## src/rtl/reset_seq_pkg.sv

```systemverilog
// Shared types and helpers for the reset sequencer: FSM states, reset-cause codes
// and the counter-width calculation.
package reset_seq_pkg;

   typedef enum logic [1:0] {
      HOLD    = 2'd0,
      RELEASE = 2'd1,
      RUN     = 2'd2,
      ASSERT  = 2'd3
   } state_e;

   localparam logic [1:0] CAUSE_EXT  = 2'b01;
   localparam logic [1:0] CAUSE_SOFT = 2'b10;

   // One counter serves both the debounce hold and the inter-stage gap.
   function automatic int cnt_width(input int debounce_bits, input int stage_gap);
      int max_count;
      max_count = ((1 << debounce_bits) > stage_gap) ? (1 << debounce_bits) : stage_gap;
      return $clog2(max_count + 1);
   endfunction

endpackage

```

## src/rtl/reset_seq_sync.sv

```systemverilog
// Async-assert / sync-deassert reset synchroniser; rst_sync is high while the
// external reset is asserted and falls SYNC_STAGES edges after it is released.
module reset_seq_sync #(
   parameter int SYNC_STAGES = 4
) (
   input  logic clock,
   input  logic areset_n,
   output logic rst_sync
);

   logic [SYNC_STAGES-1:0] sync_q;
   logic [SYNC_STAGES-1:0] sync_d;

   always_comb begin
      sync_d = {sync_q[SYNC_STAGES-2:0], 1'b0};
   end

   always_ff @(posedge clock or negedge areset_n) begin
      if (!areset_n) begin
         sync_q <= '1;
      end else begin
         sync_q <= sync_d;
      end
   end

   assign rst_sync = sync_q[SYNC_STAGES-1];

endmodule

```

## src/rtl/reset_sequencer.sv

```systemverilog
// Reset sequencer: debounces the external reset, releases reset[] in ascending order
// and replays the sequence on a soft request. Optional cause[] output: RESET_SEQ_CAUSE_EN.
module reset_sequencer
   import reset_seq_pkg::*;
#(
   parameter int NUM_RESETS    = 4,
   parameter int SYNC_STAGES   = 4,
   parameter int DEBOUNCE_BITS = 8,
   parameter int STAGE_GAP     = 16
) (
   input  logic                  clock,
   input  logic                  areset_n,
   input  logic                  soft_req,
   output logic                  soft_ack,
   output logic [NUM_RESETS-1:0] reset,
`ifdef RESET_SEQ_CAUSE_EN
   output logic [1:0]            cause,
`endif
   output logic                  ready
);

   localparam int CW = cnt_width(DEBOUNCE_BITS, STAGE_GAP);
   localparam int IW = (NUM_RESETS > 1) ? $clog2(NUM_RESETS) : 1;

   localparam logic [CW-1:0] DEB_LAST = CW'((1 << DEBOUNCE_BITS) - 1);
   localparam logic [CW-1:0] GAP_LAST = CW'(STAGE_GAP - 1);
   localparam logic [IW-1:0] IDX_LAST = IW'(NUM_RESETS - 1);

   logic                  rst_sync;
   state_e                state_q, state_d;
   logic [CW-1:0]         cnt_q, cnt_d;
   logic [IW-1:0]         idx_q, idx_d;
   logic [NUM_RESETS-1:0] reset_q, reset_d;
   logic                  ready_q, ready_d;
   logic                  soft_ack_q, soft_ack_d;
`ifdef RESET_SEQ_CAUSE_EN
   logic [1:0]            cause_q, cause_d;
`endif

   reset_seq_sync #(
      .SYNC_STAGES(SYNC_STAGES)
   ) u_sync (
      .clock    (clock),
      .areset_n (areset_n),
      .rst_sync (rst_sync)
   );

   always_comb begin
      state_d    = state_q;
      cnt_d      = cnt_q;
      idx_d      = idx_q;
      reset_d    = reset_q;
      soft_ack_d = 1'b0;
`ifdef RESET_SEQ_CAUSE_EN
      cause_d    = cause_q;
`endif

      case (state_q)
         HOLD: begin
            if (rst_sync) begin
               cnt_d = '0;
            end else if (cnt_q == DEB_LAST) begin
               state_d = RELEASE;
               cnt_d   = '0;
               idx_d   = '0;
            end else begin
               cnt_d = cnt_q + 1'b1;
            end
         end

         RELEASE: begin
            if (cnt_q == GAP_LAST) begin
               cnt_d          = '0;
               reset_d[idx_q] = 1'b0;
               if (idx_q == IDX_LAST) begin
                  state_d = RUN;
               end else begin
                  idx_d = idx_q + 1'b1;
               end
            end else begin
               cnt_d = cnt_q + 1'b1;
            end
         end

         RUN: begin
            if (soft_req) begin
               state_d = ASSERT;
               idx_d   = IDX_LAST;
               cnt_d   = '0;
            end
         end

         ASSERT: begin
            // reset[0] is only set as the final step, so seeing it high means we're done.
            if (reset_q[0]) begin
               state_d    = HOLD;
               cnt_d      = '0;
               idx_d      = '0;
               soft_ack_d = 1'b1;
`ifdef RESET_SEQ_CAUSE_EN
               cause_d    = CAUSE_SOFT;
`endif
            end else if (cnt_q == GAP_LAST) begin
               cnt_d          = '0;
               reset_d[idx_q] = 1'b1;
               if (idx_q != '0) begin
                  idx_d = idx_q - 1'b1;
               end
            end else begin
               cnt_d = cnt_q + 1'b1;
            end
         end

         default: begin
            state_d = HOLD;
            cnt_d   = '0;
            idx_d   = '0;
            reset_d = '1;
         end
      endcase

      ready_d = (state_d == RUN);
   end

   always_ff @(posedge clock or negedge areset_n) begin
      if (!areset_n) begin
         state_q    <= HOLD;
         cnt_q      <= '0;
         idx_q      <= '0;
         reset_q    <= '1;
         ready_q    <= 1'b0;
         soft_ack_q <= 1'b0;
`ifdef RESET_SEQ_CAUSE_EN
         cause_q    <= CAUSE_EXT;
`endif
      end else begin
         state_q    <= state_d;
         cnt_q      <= cnt_d;
         idx_q      <= idx_d;
         reset_q    <= reset_d;
         ready_q    <= ready_d;
         soft_ack_q <= soft_ack_d;
`ifdef RESET_SEQ_CAUSE_EN
         cause_q    <= cause_d;
`endif
      end
   end

   assign reset    = reset_q;
   assign ready    = ready_q;
   assign soft_ack = soft_ack_q;
`ifdef RESET_SEQ_CAUSE_EN
   assign cause    = cause_q;
`endif

endmodule

```

## config.mk

```make
export PLATFORM = sky130hd
export DESIGN_NAME = reset_sequencer
export DESIGN_NICKNAME = d
export VERILOG_FILES = /design/src/rtl/reset_seq_pkg.sv /design/src/rtl/reset_seq_sync.sv /design/src/rtl/reset_sequencer.sv
export SDC_FILE = /design/constraint.sdc
export NUM_CORES = 1
export LEC_CHECK = 0
export ABC_AREA = 1
export CELL_PAD_IN_SITES_DETAIL_PLACEMENT = 1
export CELL_PAD_IN_SITES_GLOBAL_PLACEMENT = 1
export CORE_MARGIN = 3
export CORE_UTILIZATION = 42
export DETAILED_ROUTE_END_ITERATION = 6
export DONT_BUFFER_PORTS = 1
export GPL_ROUTABILITY_DRIVEN = 0
export PLACE_DENSITY_LB_ADDON = 0.1
export SLEW_MARGIN = 10
export SYNTH_ARGS = -nofsm -noshare
export SYNTH_HDL_FRONTEND = slang
export SYNTH_SLANG_ARGS = --single-unit
```

## constraint.sdc

```tcl
create_clock -name clock -period 1.7 [get_ports clock]
set_clock_uncertainty 0.1 [all_clocks]
set_input_delay 0.425 -clock clock [delete_from_list [all_inputs] [get_ports clock]]
set_output_delay 0.425 -clock clock [all_outputs]
set_load 0.01 [all_outputs]
```

==> run_results.csv <==
group,metric,value,unit
cts,clk_latency,0.32,ns
job,maxCapViolations,0,
cts,cts.clk_slew.worst_paths,0.13,ns
finish,diodes,0,
critical_path,startpoint_type,"register",
synth,post_synth.cell_area_avg,8.041,µm²
global_routing,grt-ovfl-total,0,
die,die_y,63.22,µm
routing,dr_total_vias,1181,
outcome,status,"finished, violations left",
outcome,violations,"setup timing",
power_and_ir_drop,p_leak,0.8516,nW
synth,synth_cells,171,
timing,post-route-period-util,106.5,%
synth,netlist.area_leader.share,27.30,%
timing,finalSetupViolations,8,
synth,ys_ff_latch,23,
routing,vias_per_cell,4.983,
timing,slew_viol_final,0,
global_routing,grt_first_pass_wirelength,5996,µm
timing,worst_slack,-0.1106,ns
synth,yosysSeqAreaShare,42.58,%
cts,cts_tree,"yes",
power_and_ir_drop,powerDensity,527.2,nW/µm²
finish,final_cells,237,
synth,ys_types,27,
routing,drc,0,
timing,slew_headroom,28.11,%
synth,synth_largest_area_cell,"dfrtp_1",
timing,period_needed,1.811,ns
routing,wl_per_cell,16.03,µm
global_routing,grt_antenna_before_repair,0,
timing,fin_tns_setup,-0.7370,ns
global_routing,grt_pass1_vias,1229,
cts,cts_num_sinks,23,
routing,initialDrtViolationCount,65,
synth,synthTopCellsByArea,"dfrtp_1 (27%), dfstp_2 (15%), nand2_1 (13%)",
global_routing,grt_util_all_layers,18.85,%
placement,place.detailed.hpwl,2512,µm
synth,ys_warn_count,0,
die,io_pins,9,
critical_path,path_max_fanout,6,
timing,rsz0062_at_grt,"yes",
critical_path,path_class,"register to register",
finish,syn_to_final_growth,24.48,%
timing,hold_viol,0,
die,rows,20,
cts,h-tree-depth,1,
synth,synth_nets,181,
placement,dp.cells,224,
cts,cts_buffers,3,
finish,drive_gt1_share,36.27,%
critical_path,critPathCaptureType,"register",
die,start_util,44.67,%
power_and_ir_drop,irDropWorstVdd,0.0003689,V
die,core,3078,µm²
die,die-area,3997,µm²
routing,drtPass1Iterations,4,
placement,io_buffers,0,
routing,wirelength,3800,µm
routing,ant_nets,0,
finish,utilization,55.61,%
synth,synth_area,1375,µm²
critical_path,cp.required,1.81,ns
critical_path,worstPathArrival,1.92,ns
global_routing,grt_max_degree,24,
timing,tightest_slew,1.075,ns
timing,hold_ws,0.2674,ns
finish,nets,204,
cts,cts.path.max_buffers,2,
timing,fmaxAchievable,0.5523,GHz
die,die_w,63.22,µm
worst_hold_path,hold_path_class,"register to register",
cts,root_buffer,"clkbuf_4",
[metal layers]
layer  share of wire, %  global-route usage [%]  vias to the layer above
li1                   -                       -                      576
met1                 44                   24.97                      585
met2                 51                   33.07                       16
met3                3.0                   2.674                        4
met4                1.2                   3.235                        0
met5                  0                       0                        -
[worst paths after layout]
path / from / to / slack [ns] / cells after the start
setup / recovery: cnt_q[0] / cnt_q[4] / -0.11 / 10
max in group asynchronous: areset_n / cnt_q[5] / 0.22 / 1
hold / removal: u_sync.sync_q[0] / u_sync.sync_q[1] / 0.27 / 0
setup reg to reg: cnt_q[0] / cnt_q[4] / -0.11 / 10
min in group asynchronous: areset_n / cnt_q[8] / 0.63 / 1
hold reg to reg: u_sync.sync_q[0] / u_sync.sync_q[1] / 0.27 / 0
[power breakdown]
group	total [W]	switching, W	internal, W
logic	0.0000674	0.0000377	0.0000297
registers	0.000570	0.00000743	0.000562
clock network	0.000266	0.000177	0.0000881
total	0.000902	0.000223	0.000680
[synthesized netlist by cell type, drive strengths merged]
library cell and count:
conb 1, xor2 3, nand3 16, ha 7, nand4 7, a21boi 1
nand3b 2, dfrtp 15, o21bai 1, a21oi 4, nor3 2, nand2 50
nor2 22, o21ai 2, dfstp 8, buf 2, inv 28
[sequential cells by signal, summed over array words and instances, names as in the netlist]
| register | flops |
|---|---|
| ready | 1 |
| reset | 4 |
| soft_ack | 1 |
| idx_q | 2 |
| cnt_q | 9 |
| u_sync.sync_q | 4 |
| state_q | 2 |
[worst max-delay path, stage by stage, from the launching register on]
cell and delay (ns):
dfrtp_1 0.43, ha_4 0.17, nand2_4 0.05, nor2_4 0.11, nand3_2 0.08, inv_2 0.09, ha_4 0.14, nand3b_1 0.15
nand2_2 0.08, a21oi_4 0.24, nor2_1 0.08
[cell type report]
class / instances / area (µm²)
Clock buffer: 3 / 22.52
Clock inverter: 1 / 5.005
Fill cell: 380 / 1366
Inverter: 28 / 107.6
Multi-Input combinational cell: 118 / 779.5
Sequential cell: 23 / 585.6
Tap cell: 44 / 55.05
Timing Repair Buffer: 20 / 156.4
[repair_timing]
item | 4_1_cts | 5_1_grt
hold endpoints to repair | 23 | 0
hold buffers | 1 | 0
buffers inserted | 3 | 6
pin swaps | 4 | 16
gates resized for setup | 14 | 20
setup endpoints to repair | 9 | 17
[through the flow]
| stage | setup slack, ns | cell area [µm²] | power (W) |
|---|---|---|---|
| CTS | -0.1044 | 1588 | 0.0008992 |
| global route | -0.2318 | 1712 | 0.0009478 |
| floorplan | 0.01363 | 1375 | 0.0005952 |
| finish | -0.1106 | 1712 | 0.0009024 |
| global placement | -0.1198 | 1490 | 0.0006107 |
| detailed placement | -0.2298 | 1490 | 0.0006122 |
[cells in the final DEF, fill, tap and decap left out, drive strengths merged, types with 2 or more instances in the layout]
master	synthesis	routed
nand2	50	50
inv	28	28
nor2	22	22
buf	2	19
nand3	16	16
dfrtp	15	15
dfstp	8	8
nand4	7	7
ha	7	7
a21oi	4	4
xor2	3	3
clkbuf	0	3
o21ai	2	2
nand3b	2	2
nor3	2	2
[kinds of logic (layout without fill, tap and decap cells)]
logic type | count (synthesis) | count (layout) | share of synthesized area [%]
DFF | 23 | 23 | 42.58
buffers and inverters | 30 | 52 | 9.281
AOI/OAI and AO/OA | 8 | 8 | 4.369
xor gates and xnor gates | 3 | 3 | 1.911
other | 1 | 1 | 0.2727
and+or+nand+nor | 99 | 99 | 35.21
adders and majority gates | 7 | 7 | 6.369
Note: power is estimated with default switching activity, not from simulation.
